### config.mk
export PLATFORM = sky130hd
export DESIGN_NAME = stepper_array_drv
export DESIGN_NICKNAME = d
export VERILOG_FILES = /design/src/rtl/stepper_pkg.sv /design/src/rtl/stepper_channel.sv /design/src/rtl/stepper_array_drv.sv
export SDC_FILE = /design/constraint.sdc
export NUM_CORES = 1
export LEC_CHECK = 0
export CAP_MARGIN = 0
export CORE_MARGIN = 2
export CORE_UTILIZATION = 53
export DETAILED_ROUTE_END_ITERATION = 10
export GPL_ROUTABILITY_DRIVEN = 0
export PLACE_DENSITY = 0.74
export SYNTH_ARGS = -nofsm -noshare
export SYNTH_HDL_FRONTEND = slang
export SYNTH_HIERARCHICAL = 1
export SYNTH_SLANG_ARGS = --single-unit
### constraint.sdc
create_clock -name clk -period 2.75 [get_ports clk]
set_clock_uncertainty 0.15 [all_clocks]
set_input_delay 0.55 -clock clk [delete_from_list [all_inputs] [get_ports clk]]
set_output_delay 0.55 -clock clk [all_outputs]
set_load 0.02 [all_outputs]
### src/rtl/stepper_pkg.sv
// Shared definitions for the stepper array driver: the half-step coil table,
// mode encodings, the channel state enum and helpers for phase handling.
package stepper_pkg;

    typedef enum logic [0:0] {
        S_IDLE = 1'b0,
        S_RUN  = 1'b1
    } state_t;

    localparam logic [1:0] MODE_WAVE = 2'd0;
    localparam logic [1:0] MODE_FULL = 2'd1;
    localparam logic [1:0] MODE_HALF = 2'd2;

    // Half-step coil patterns {D,C,B,A}; entry [0] is phase 0.
    localparam logic [7:0][3:0] PHASE_TABLE = {
        4'b1001, 4'b1000, 4'b1100, 4'b0100,
        4'b0110, 4'b0010, 4'b0011, 4'b0001
    };

    function automatic logic [3:0] coil_pattern(input logic [2:0] idx);
        return PHASE_TABLE[idx];
    endfunction

    // Wave drive lives on even phases, full (two-coil) drive on odd phases.
    function automatic logic [2:0] align_phase(input logic [2:0] phase, input logic [1:0] mode);
        logic [2:0] res;
        case (mode)
            MODE_WAVE: res = phase & 3'b110;
            MODE_FULL: res = phase | 3'b001;
            default:   res = phase;
        endcase
        return res;
    endfunction

endpackage

### src/rtl/stepper_channel.sv
// One stepper channel: period timer, remaining-step counter, phase, position
// and the IDLE/RUN state machine. Coil and done are registered.
module stepper_channel
    import stepper_pkg::*;
#(
    parameter int PER_W = 24,
    parameter int CNT_W = 16,
    parameter int POS_W = 16
) (
    input  logic             clk,
    input  logic             reset,
    input  logic             accept,
    input  logic             cmd_dir,
    input  logic [1:0]       cmd_mode,
    input  logic [CNT_W-1:0] cmd_steps,
    input  logic [PER_W-1:0] cmd_period,
    input  logic             cmd_hold,
    input  logic             stop,
    output logic [3:0]       coil,
    output logic             busy,
    output logic             done,
    output logic [POS_W-1:0] pos
);

    state_t             state_r, state_next;
    logic [2:0]         phase_r;
    logic               dir_r;
    logic               half_r;
    logic               hold_r;
    logic [PER_W-1:0]   per_r;
    logic [PER_W-1:0]   cnt_r;
    logic [CNT_W-1:0]   steps_left_r;
    logic [POS_W-1:0]   pos_r;
    logic               zero_pend_r;
    logic               done_r;
    logic [3:0]         coil_r;

    logic               step_now_s;
    logic               last_step_s;
    logic [2:0]         phase_adv_s;
    logic [2:0]         aligned_s;
    logic [3:0]         coil_next;

    // Step strobe: stop in the same cycle suppresses the step.
    always_comb begin
        step_now_s  = (state_r == S_RUN) && !stop && (cnt_r == per_r);
        last_step_s = step_now_s && (steps_left_r == CNT_W'(1));
        if (dir_r) begin
            phase_adv_s = phase_r + (half_r ? 3'd1 : 3'd2);
        end else begin
            phase_adv_s = phase_r - (half_r ? 3'd1 : 3'd2);
        end
        aligned_s = align_phase(phase_r, cmd_mode);
    end

    // State register.
    always_ff @(posedge clk) begin
        if (reset) begin
            state_r <= S_IDLE;
        end else begin
            state_r <= state_next;
        end
    end

    // Next-state logic: accept starts a non-empty move; stop or the last step ends it.
    always_comb begin
        state_next = state_r;
        case (state_r)
            S_IDLE: begin
                if (accept && (cmd_steps != {CNT_W{1'b0}})) begin
                    state_next = S_RUN;
                end else begin
                    state_next = S_IDLE;
                end
            end
            S_RUN: begin
                if (stop || last_step_s) begin
                    state_next = S_IDLE;
                end else begin
                    state_next = S_RUN;
                end
            end
            default: state_next = S_IDLE;
        endcase
    end

    // Output logic: next coil pattern; idle coils drop to zero unless hold is set.
    always_comb begin
        coil_next = 4'b0000;
        if (accept) begin
            coil_next = coil_pattern(aligned_s);
        end else if (step_now_s) begin
            coil_next = coil_pattern(phase_adv_s);
        end else if ((state_r == S_RUN) && !stop) begin
            coil_next = coil_pattern(phase_r);
        end else if (hold_r) begin
            coil_next = coil_pattern(phase_r);
        end else begin
            coil_next = 4'b0000;
        end
    end

    // Datapath: command latch, period timer, phase/position/step bookkeeping.
    always_ff @(posedge clk) begin
        if (reset) begin
            phase_r      <= 3'd0;
            dir_r        <= 1'b0;
            half_r       <= 1'b0;
            hold_r       <= 1'b0;
            per_r        <= {PER_W{1'b0}};
            cnt_r        <= {PER_W{1'b0}};
            steps_left_r <= {CNT_W{1'b0}};
            pos_r        <= {POS_W{1'b0}};
            zero_pend_r  <= 1'b0;
            done_r       <= 1'b0;
            coil_r       <= 4'b0000;
        end else begin
            if (accept) begin
                dir_r        <= cmd_dir;
                half_r       <= cmd_mode[1];
                hold_r       <= cmd_hold;
                per_r        <= (cmd_period == {PER_W{1'b0}}) ? {PER_W{1'b0}}
                                                              : cmd_period - PER_W'(1);
                steps_left_r <= cmd_steps;
                cnt_r        <= {PER_W{1'b0}};
                phase_r      <= aligned_s;
            end else if (step_now_s) begin
                phase_r      <= phase_adv_s;
                pos_r        <= dir_r ? pos_r + POS_W'(1) : pos_r - POS_W'(1);
                steps_left_r <= steps_left_r - CNT_W'(1);
                cnt_r        <= {PER_W{1'b0}};
            end else if (state_r == S_RUN) begin
                cnt_r        <= cnt_r + PER_W'(1);
            end else begin
                cnt_r        <= cnt_r;
            end
            zero_pend_r <= accept && (cmd_steps == {CNT_W{1'b0}});
            done_r      <= last_step_s || zero_pend_r;
            coil_r      <= coil_next;
        end
    end

    assign coil = coil_r;
    assign busy = (state_r == S_RUN);
    assign done = done_r;
    assign pos  = pos_r;

endmodule

### src/rtl/stepper_array_drv.sv
// N-channel unipolar stepper driver: command decode and ready mux, out-of-range
// command error pulse, and packing of per-channel outputs onto flat buses.
module stepper_array_drv
    import stepper_pkg::*;
#(
    parameter int N_CH  = 2,
    parameter int PER_W = 24,
    parameter int CNT_W = 16,
    parameter int POS_W = 16
) (
    input  logic                  clk,
    input  logic                  reset,
    input  logic                  cmd_valid,
    output logic                  cmd_ready,
    input  logic [2:0]            cmd_ch,
    input  logic                  cmd_dir,
    input  logic [1:0]            cmd_mode,
    input  logic [CNT_W-1:0]      cmd_steps,
    input  logic [PER_W-1:0]      cmd_period,
    input  logic                  cmd_hold,
    input  logic [N_CH-1:0]       stop,
    output logic [4*N_CH-1:0]     coil,
    output logic [N_CH-1:0]       busy,
    output logic [N_CH-1:0]       done,
    output logic                  cmd_err,
    output logic [POS_W*N_CH-1:0] pos
);

    localparam logic [3:0] N_CH_L = 4'(N_CH);

    logic            in_range_s;
    logic            sel_busy_s;
    logic [N_CH-1:0] accept_s;
    logic            cmd_err_r;

    // Ready mux: out-of-range commands are always taken (and dropped).
    always_comb begin
        in_range_s = ({1'b0, cmd_ch} < N_CH_L);
        sel_busy_s = 1'b0;
        for (int i = 0; i < N_CH; i++) begin
            if (cmd_ch == 3'(i)) begin
                sel_busy_s = busy[i];
            end else begin
                sel_busy_s = sel_busy_s;
            end
        end
        if (!in_range_s) begin
            cmd_ready = 1'b1;
        end else begin
            cmd_ready = ~sel_busy_s;
        end
    end

    // Per-channel accept strobes.
    always_comb begin
        accept_s = {N_CH{1'b0}};
        for (int i = 0; i < N_CH; i++) begin
            accept_s[i] = cmd_valid && cmd_ready && in_range_s && (cmd_ch == 3'(i));
        end
    end

    // One-cycle error pulse for a dropped out-of-range command.
    always_ff @(posedge clk) begin
        if (reset) begin
            cmd_err_r <= 1'b0;
        end else begin
            cmd_err_r <= cmd_valid && !in_range_s;
        end
    end

    assign cmd_err = cmd_err_r;

    for (genvar g = 0; g < N_CH; g++) begin : g_ch
        stepper_channel #(
            .PER_W (PER_W),
            .CNT_W (CNT_W),
            .POS_W (POS_W)
        ) u_ch (
            .clk        (clk),
            .reset      (reset),
            .accept     (accept_s[g]),
            .cmd_dir    (cmd_dir),
            .cmd_mode   (cmd_mode),
            .cmd_steps  (cmd_steps),
            .cmd_period (cmd_period),
            .cmd_hold   (cmd_hold),
            .stop       (stop[g]),
            .coil       (coil[4*g +: 4]),
            .busy       (busy[g]),
            .done       (done[g]),
            .pos        (pos[POS_W*g +: POS_W])
        );
    end

endmodule

After elaboration in Yosys (flattened, before gate mapping)
Memories as Yosys holds them, arrays and structs flattened. A register that Yosys moved wholly into a read port is not among the register bits.
Index checks and enable logic that the tools add are counted.
{ "op_classes": {"addsub": 13, "order_cmp": 7, "n_eq_ne": 6, "n_mux": 44, "bitwise_logic": 5, "reduce_logical": 33} }
{ "ops": {"columns": ["op", "count"], "rows": [
  ["2-to-1 mux 16 bit", 6],
  ["subtractor 16 x 1 -> 16 bit, second input constant", 4],
  ["2-to-1 mux 4 bit", 14],
  ["adder 24 x 1 -> 24 bit, second input constant", 2],
  ["equality test 24 bit", 2],
  ["adder 16 x 1 -> 16 bit, second input constant", 2],
  ["equality test 16 x 1 -> 1 bit, second input constant", 2],
  ["2-to-1 mux 3 bit", 10],
  ["logical NOT 24 bit", 1],
  ["< comparator 3 x 4 -> 1 bit, second input constant", 6],
  ["2-to-1 mux 24 bit", 1],
  ["subtractor 24 x 1 -> 24 bit, second input constant", 1],
  ["logical NOT 16 bit", 1],
  ["nonzero test 16 bit", 1],
  ["logical AND 1 bit", 15],
  ["one-hot mux 1 bit (2 select lines)", 4],
  ["2-to-1 mux 1 bit", 7],
  ["adder 3 x 2 -> 3 bit", 2],
  ["OR reduction 3 bit", 2],
  ["subtractor 3 x 2 -> 3 bit", 2],
  ["inverter 1 bit", 5],
  ["logical OR 1 bit", 4],
  ["2-to-1 mux 2 bit", 2],
  ["AND reduction 2 bit", 2],
  ["7 further kinds", 10]
]} }
{ "word_totals": {"regBits": 187, "mem_bits_ro": 192, "input_bits": 52, "out_inout_bits": 46, "wordCells": 139, "n_memories": 6} }
{ "memory_table": {"columns": ["name", "words", "width", "read_ports", "rd_ports_with_merged_regs", "wr", "line", "source"], "rows": [
  ["(name not given)", 8, 4, 1, 0, 0, "stepper_pkg.sv:21", "return PHASE_TABLE[idx];"],
  ["(name not given)", 8, 4, 1, 0, 0, "stepper_pkg.sv:21", null],
  ["(name not given)", 8, 4, 1, 1, 0, "stepper_pkg.sv:21", null],
  ["(name not given)", 8, 4, 1, 0, 0, "stepper_pkg.sv:21", null],
  ["(name not given)", 8, 4, 1, 1, 0, "stepper_pkg.sv:21", null],
  ["(name not given)", 8, 4, 1, 0, 0, "stepper_pkg.sv:21", null]
]} }

Logic depth before layout (Yosys ltp)
{ "depth": {"word_depth": 11, "depth_mapped": 9, "ltp_nobuf": 9} }

Cells and area by module
Netlist, hierarchy kept.
{ "modules_own_cells": {"columns": ["mod", "instances", "cells_per_inst", "area_per_inst_um2", "seq_area_each_um2"], "rows": [
  ["stepper_channel (g_ch[0].u_ch)", 1, 705, 5636.7, 1861.8],
  ["stepper_channel (g_ch[1].u_ch)", 1, 676, 5599.1, 1861.8],
  ["stepper_array_drv", 1, 8, 70.1, 20.0]
]} }

Worst setup path before layout
OpenSTA, ideal clock, no wires.
{ "synth_timing": {"path_kind": "register to register", "startpoint": "register g_ch[1].u_ch.dir_r", "endpoint": "register g_ch[1].u_ch.pos_r[15]", "setup_ps": 121, "arrival_time_ps": 2395, "t_required_ps": 2479, "path_slack_ps": 84, "path_stages_with_launch": 10, "n_path_buf": 0, "synth_period_minus_slack_ps": 2666, "path_cell_list": "dfxtp_1 -> inv_1 -> ha_1 -> nand3_1 -> o211ai_1 -> a21oi_1 -> a211o_1 -> o21ai_0 -> mux2i_1 -> mux2_2"} }
{ "synth_between": {"elab_chain_cells": 1} }
{ "synth_lines": {"columns": ["item", "line", "source"], "rows": [
  ["from (decl)", "stepper_channel.sv:27", "logic dir_r;"],
  ["from (signal assigned)", "stepper_channel.sv:119", "dir_r <= cmd_dir;"],
  ["2-to-1 mux 16 bit", "stepper_channel.sv:129", "pos_r <= dir_r ? pos_r + POS_W'(1) : pos_r - POS_W'(1);"],
  ["to (signal assigned)", "stepper_channel.sv:113", "pos_r <= {POS_W{1'b0}};"],
  ["to (signal assigned)", "stepper_channel.sv:129", null],
  ["to (decl)", "stepper_channel.sv:33", "logic [POS_W-1:0] pos_r;"]
]} }
No other way between the ends.
A chain may end at the register's enable or synchronous reset.

Worst setup path in the final report
Same ends and word-level chain as after synthesis.

==> impl_results.md <==
* Status: finished clean
* Post-Syn Area per Cell at 8.14 sq um
* Clock tree root driver cell: clkbuf_16
* Final net count at 1659
* Leakage at 5.31 nW
* Most frequent cell after synthesis: dfxtp_1
* Pre-antenna DRT Iters at 5
* Critical path peak fanout at 5
* Post-synth top flop: dfxtp_1
* Crit path time final at 2650 ps
* Yosys top cell by area: dfxtp_1
* Synth top cells by count: dfxtp_1 (187), nor2_1 (148), nand2_1 (137)
* CTS tree: done
* Remaining global-route overflow at 0
* Gate Count Post-Synth at 1389
* Crit path capture: g_ch[1].u_ch/pos[15]$_SDFFE_PP0P_
* Routed wire length at 29600 um
* Clock power frac at 40.1%
* Die W at 150 um
* CTS clk-pin slew, worst paths at 80 ps
* Min-Delay Path Class: reg2reg
* Peak supply drop at 0.000474 V
* Tcrit/Tclk final at 96.3%
* Number of port buffers at 97
* P per Cell Area at 439 nW/um^2
* Remaining antenna violation count at 0
* Final Cell Area at 14000 sq um
* Num rows at 53
* Largest net degree at the start of global routing at 51
* Placed cell area at 13300 sq um
* Switch share at 28.6%
* # IOs at 98
* #FFs+latches synth at 187
* Initial antenna violation count at 0
* Core area at 21000 sq um
* Starting DRT DRC Count at 973
* PnR worst setup slack at 103 ps
* Max H-tree Level at 4
* Synth Net Count at 1485
* Post-synthesis cell area at 11300 sq um
* Power Internal at 4.40 mW
* Psw at 1.77 mW
* Startpoint types: flip-flop
* Vias in the first global route at 9928
* Die footprint at 22500 sq um
* All-Layer GR Usage at 26.2%
* Vias/cell at 5.79
* CTS Buffer Depth at 2
* Share of cells above drive strength 1 at 12.9%
* Fmax at 378 MHz
* Final-report setup violation count at 0
* Hpwl dp at 21400 um
* Final Total Pwr at 6.17 mW
* Synth warnings at 6
* Crit path from: g_ch[1].u_ch/dir_r$_SDFFE_PP0P_
* CP arrival at 2830 ps
* Fin cells at 1851
* DRC Markers at 0
* Worst hold path cell count at 2
* Wire per inst at 16.0 um
* Register share of total power at 45.4%
* EDFF count, synth at 0
* Reg2Reg Depth at 10
* Largest cells by area after synthesis: dfxtp_1 (33%), xor2_1 (6.4%), xnor2_1 (6.2%), nor2_1 (4.9%), nand2_1 (4.5%)
* Total CTS buffers at 17
* Async SR Flop Fraction at 0%
* WS Path Type: reg2reg
* Synth cell types at 80
* Reg2reg end: g_ch[1].u_ch/pos[15]$_SDFFE_PP0P_
* Slew Limit Fails at 0
* Setup Total Neg Slack at 0 ps
* Final Util at 67.0%
* Capturing element type of the critical path: flip-flop
* Pre-CTS setup slack at -126 ps
* Proportion of netlist area held by the largest area contributor at 33.1%
* Logic pwr share at 14.5%
* Sequential fraction of the synthesis area at 33.1%
* R2R setup slack at 100 ps
* Area Growth Syn to Fin at 24.1%
* Reg2reg start: g_ch[1].u_ch/dir_r$_SDFFE_PP0P_
* Worst relative slew slack at 65.0%
* Least-Margin Pin Slew at 521 ps
* First-pass GRT wire length at 48100 um
* Total of max-cap violations at 0
* Dpl cells at 1810
* Final hold viol count at 0
* Diodes inserted at 0
* Chip Height at 150 um
* Latest clock arrival within the worst-skew pair at 450 ps
* Hold Slack at 291 ps
* Worst path required time at 2930 ps
* Clock sinks at 187
* Total number of vias at 10714
* Initial core utilization at 54.0%
## how the worst min path moves through the flow
stage,start,end,slack [ps]
5_1_grt,g_ch[0].u_ch/zero_pend_r$_SDFF_PP0_,g_ch[0].u_ch/done$_SDFF_PP0_,340
4_1_cts,g_ch[0].u_ch/zero_pend_r$_SDFF_PP0_,g_ch[0].u_ch/done$_SDFF_PP0_,290
6_report,g_ch[0].u_ch/zero_pend_r$_SDFF_PP0_,g_ch[0].u_ch/done$_SDFF_PP0_,290
3_5_place_dp,g_ch[0].u_ch/zero_pend_r$_SDFF_PP0_,g_ch[0].u_ch/done$_SDFF_PP0_,280
3_3_place_gp,g_ch[0].u_ch/zero_pend_r$_SDFF_PP0_,g_ch[0].u_ch/done$_SDFF_PP0_,270
2_1_floorplan,g_ch[0].u_ch/zero_pend_r$_SDFF_PP0_,g_ch[0].u_ch/done$_SDFF_PP0_,260
## layout make-up
cell class / count / area, sq um
Clock buffer: 18 / 439
Clock inverter: 14 / 143
Fill cell: 1789 / 6920
Inverter: 53 / 203
Multi-Input combinational cell: 1090 / 7220
Sequential cell: 187 / 3740
Tap cell: 275 / 344
Timing Repair Buffer: 214 / 1940
## flip-flops by register name, indices dropped and copies added, names as in the netlist, 6 cells and up
name and count:
g_ch.u_ch/pos 32, g_ch.u_ch/coil 8, g_ch.u_ch/phase_r 6, g_ch.u_ch/per_r 48
g_ch.u_ch/steps_left_r 32, g_ch.u_ch/cnt_r 48
## critical path, cell delays in order (launching register included)
cell and delay, ps:
dfxtp_2 350, clkinvlp_4 100, buf_12 150, ha_4 270, nand3_2 90, o211ai_1 270
a21oi_1 120, a211o_1 320, o21ai_2 130, mux2i_1 210, mux2_2 350
## cell families (layout without fill, tap and decap cells)
kind of cell / count (synthesis) / after routing / share of synthesized area [%]
compound gates: 255 / 255 / 14.8
xor+xnor: 166 / 166 / 13.1
fa+ha+maj: 44 / 44 / 5.14
buf+inv: 112 / 299 / 3.96
flops: 187 / 187 / 33.1
mux: 23 / 23 / 2.10
simple gates: 602 / 602 / 27.9
## power groups by stage
stage                     Sequential [mW]  Clock, mW  Combinational [mW]
after floorplan                      2.86          0               0.493
after CTS                            2.80       2.50               0.869
after global placement               2.86          0               0.843
after detailed placement             2.86          0               0.857
final                                2.80       2.47               0.895
after global routing                 2.81       2.62               0.979
## metal layers
metal	vias to the layer above	global-route usage [%]	routed length, um
met5	-	0	0
met4	0	7.12	470
met3	45	4.48	1930
met2	341	42.2	13700
met1	5047	36.3	13500
li1	5281	-	-
## layout by cell type, fill, tap and decap left out, types with 10 or more instances in the layout
| cell | count |
|---|---|
| nand2_1 | 137 |
| ha_1 | 35 |
| o211ai_1 | 14 |
| clkdlybuf4s50_1 | 95 |
| nor3_1 | 39 |
| nand3_1 | 64 |
| a21oi_1 | 77 |
| nor4_1 | 33 |
| nor2_1 | 148 |
| clkbuf_16 | 17 |
| a211oi_1 | 19 |
| buf_4 | 109 |
| xor2_1 | 82 |
| a31oi_1 | 12 |
| or3_1 | 13 |
| mux2i_1 | 17 |
| o21a_1 | 13 |
| nand4_1 | 29 |
| o21ai_0 | 37 |
| o21ai_1 | 16 |
| nor2b_1 | 25 |
| nand3b_1 | 10 |
| nand2b_1 | 26 |
| dfxtp_1 | 186 |
| and3_1 | 13 |
| xnor2_1 | 80 |
| inv_1 | 52 |
| a21o_1 | 10 |
## repair_timing
item	in CTS	in global routing
hold buffers	0	0
setup endpoints to repair	2	9
gates resized for setup	5	14
setup buffers	4	5
pin swaps	1	10
(Power assumes the default switching activity.)
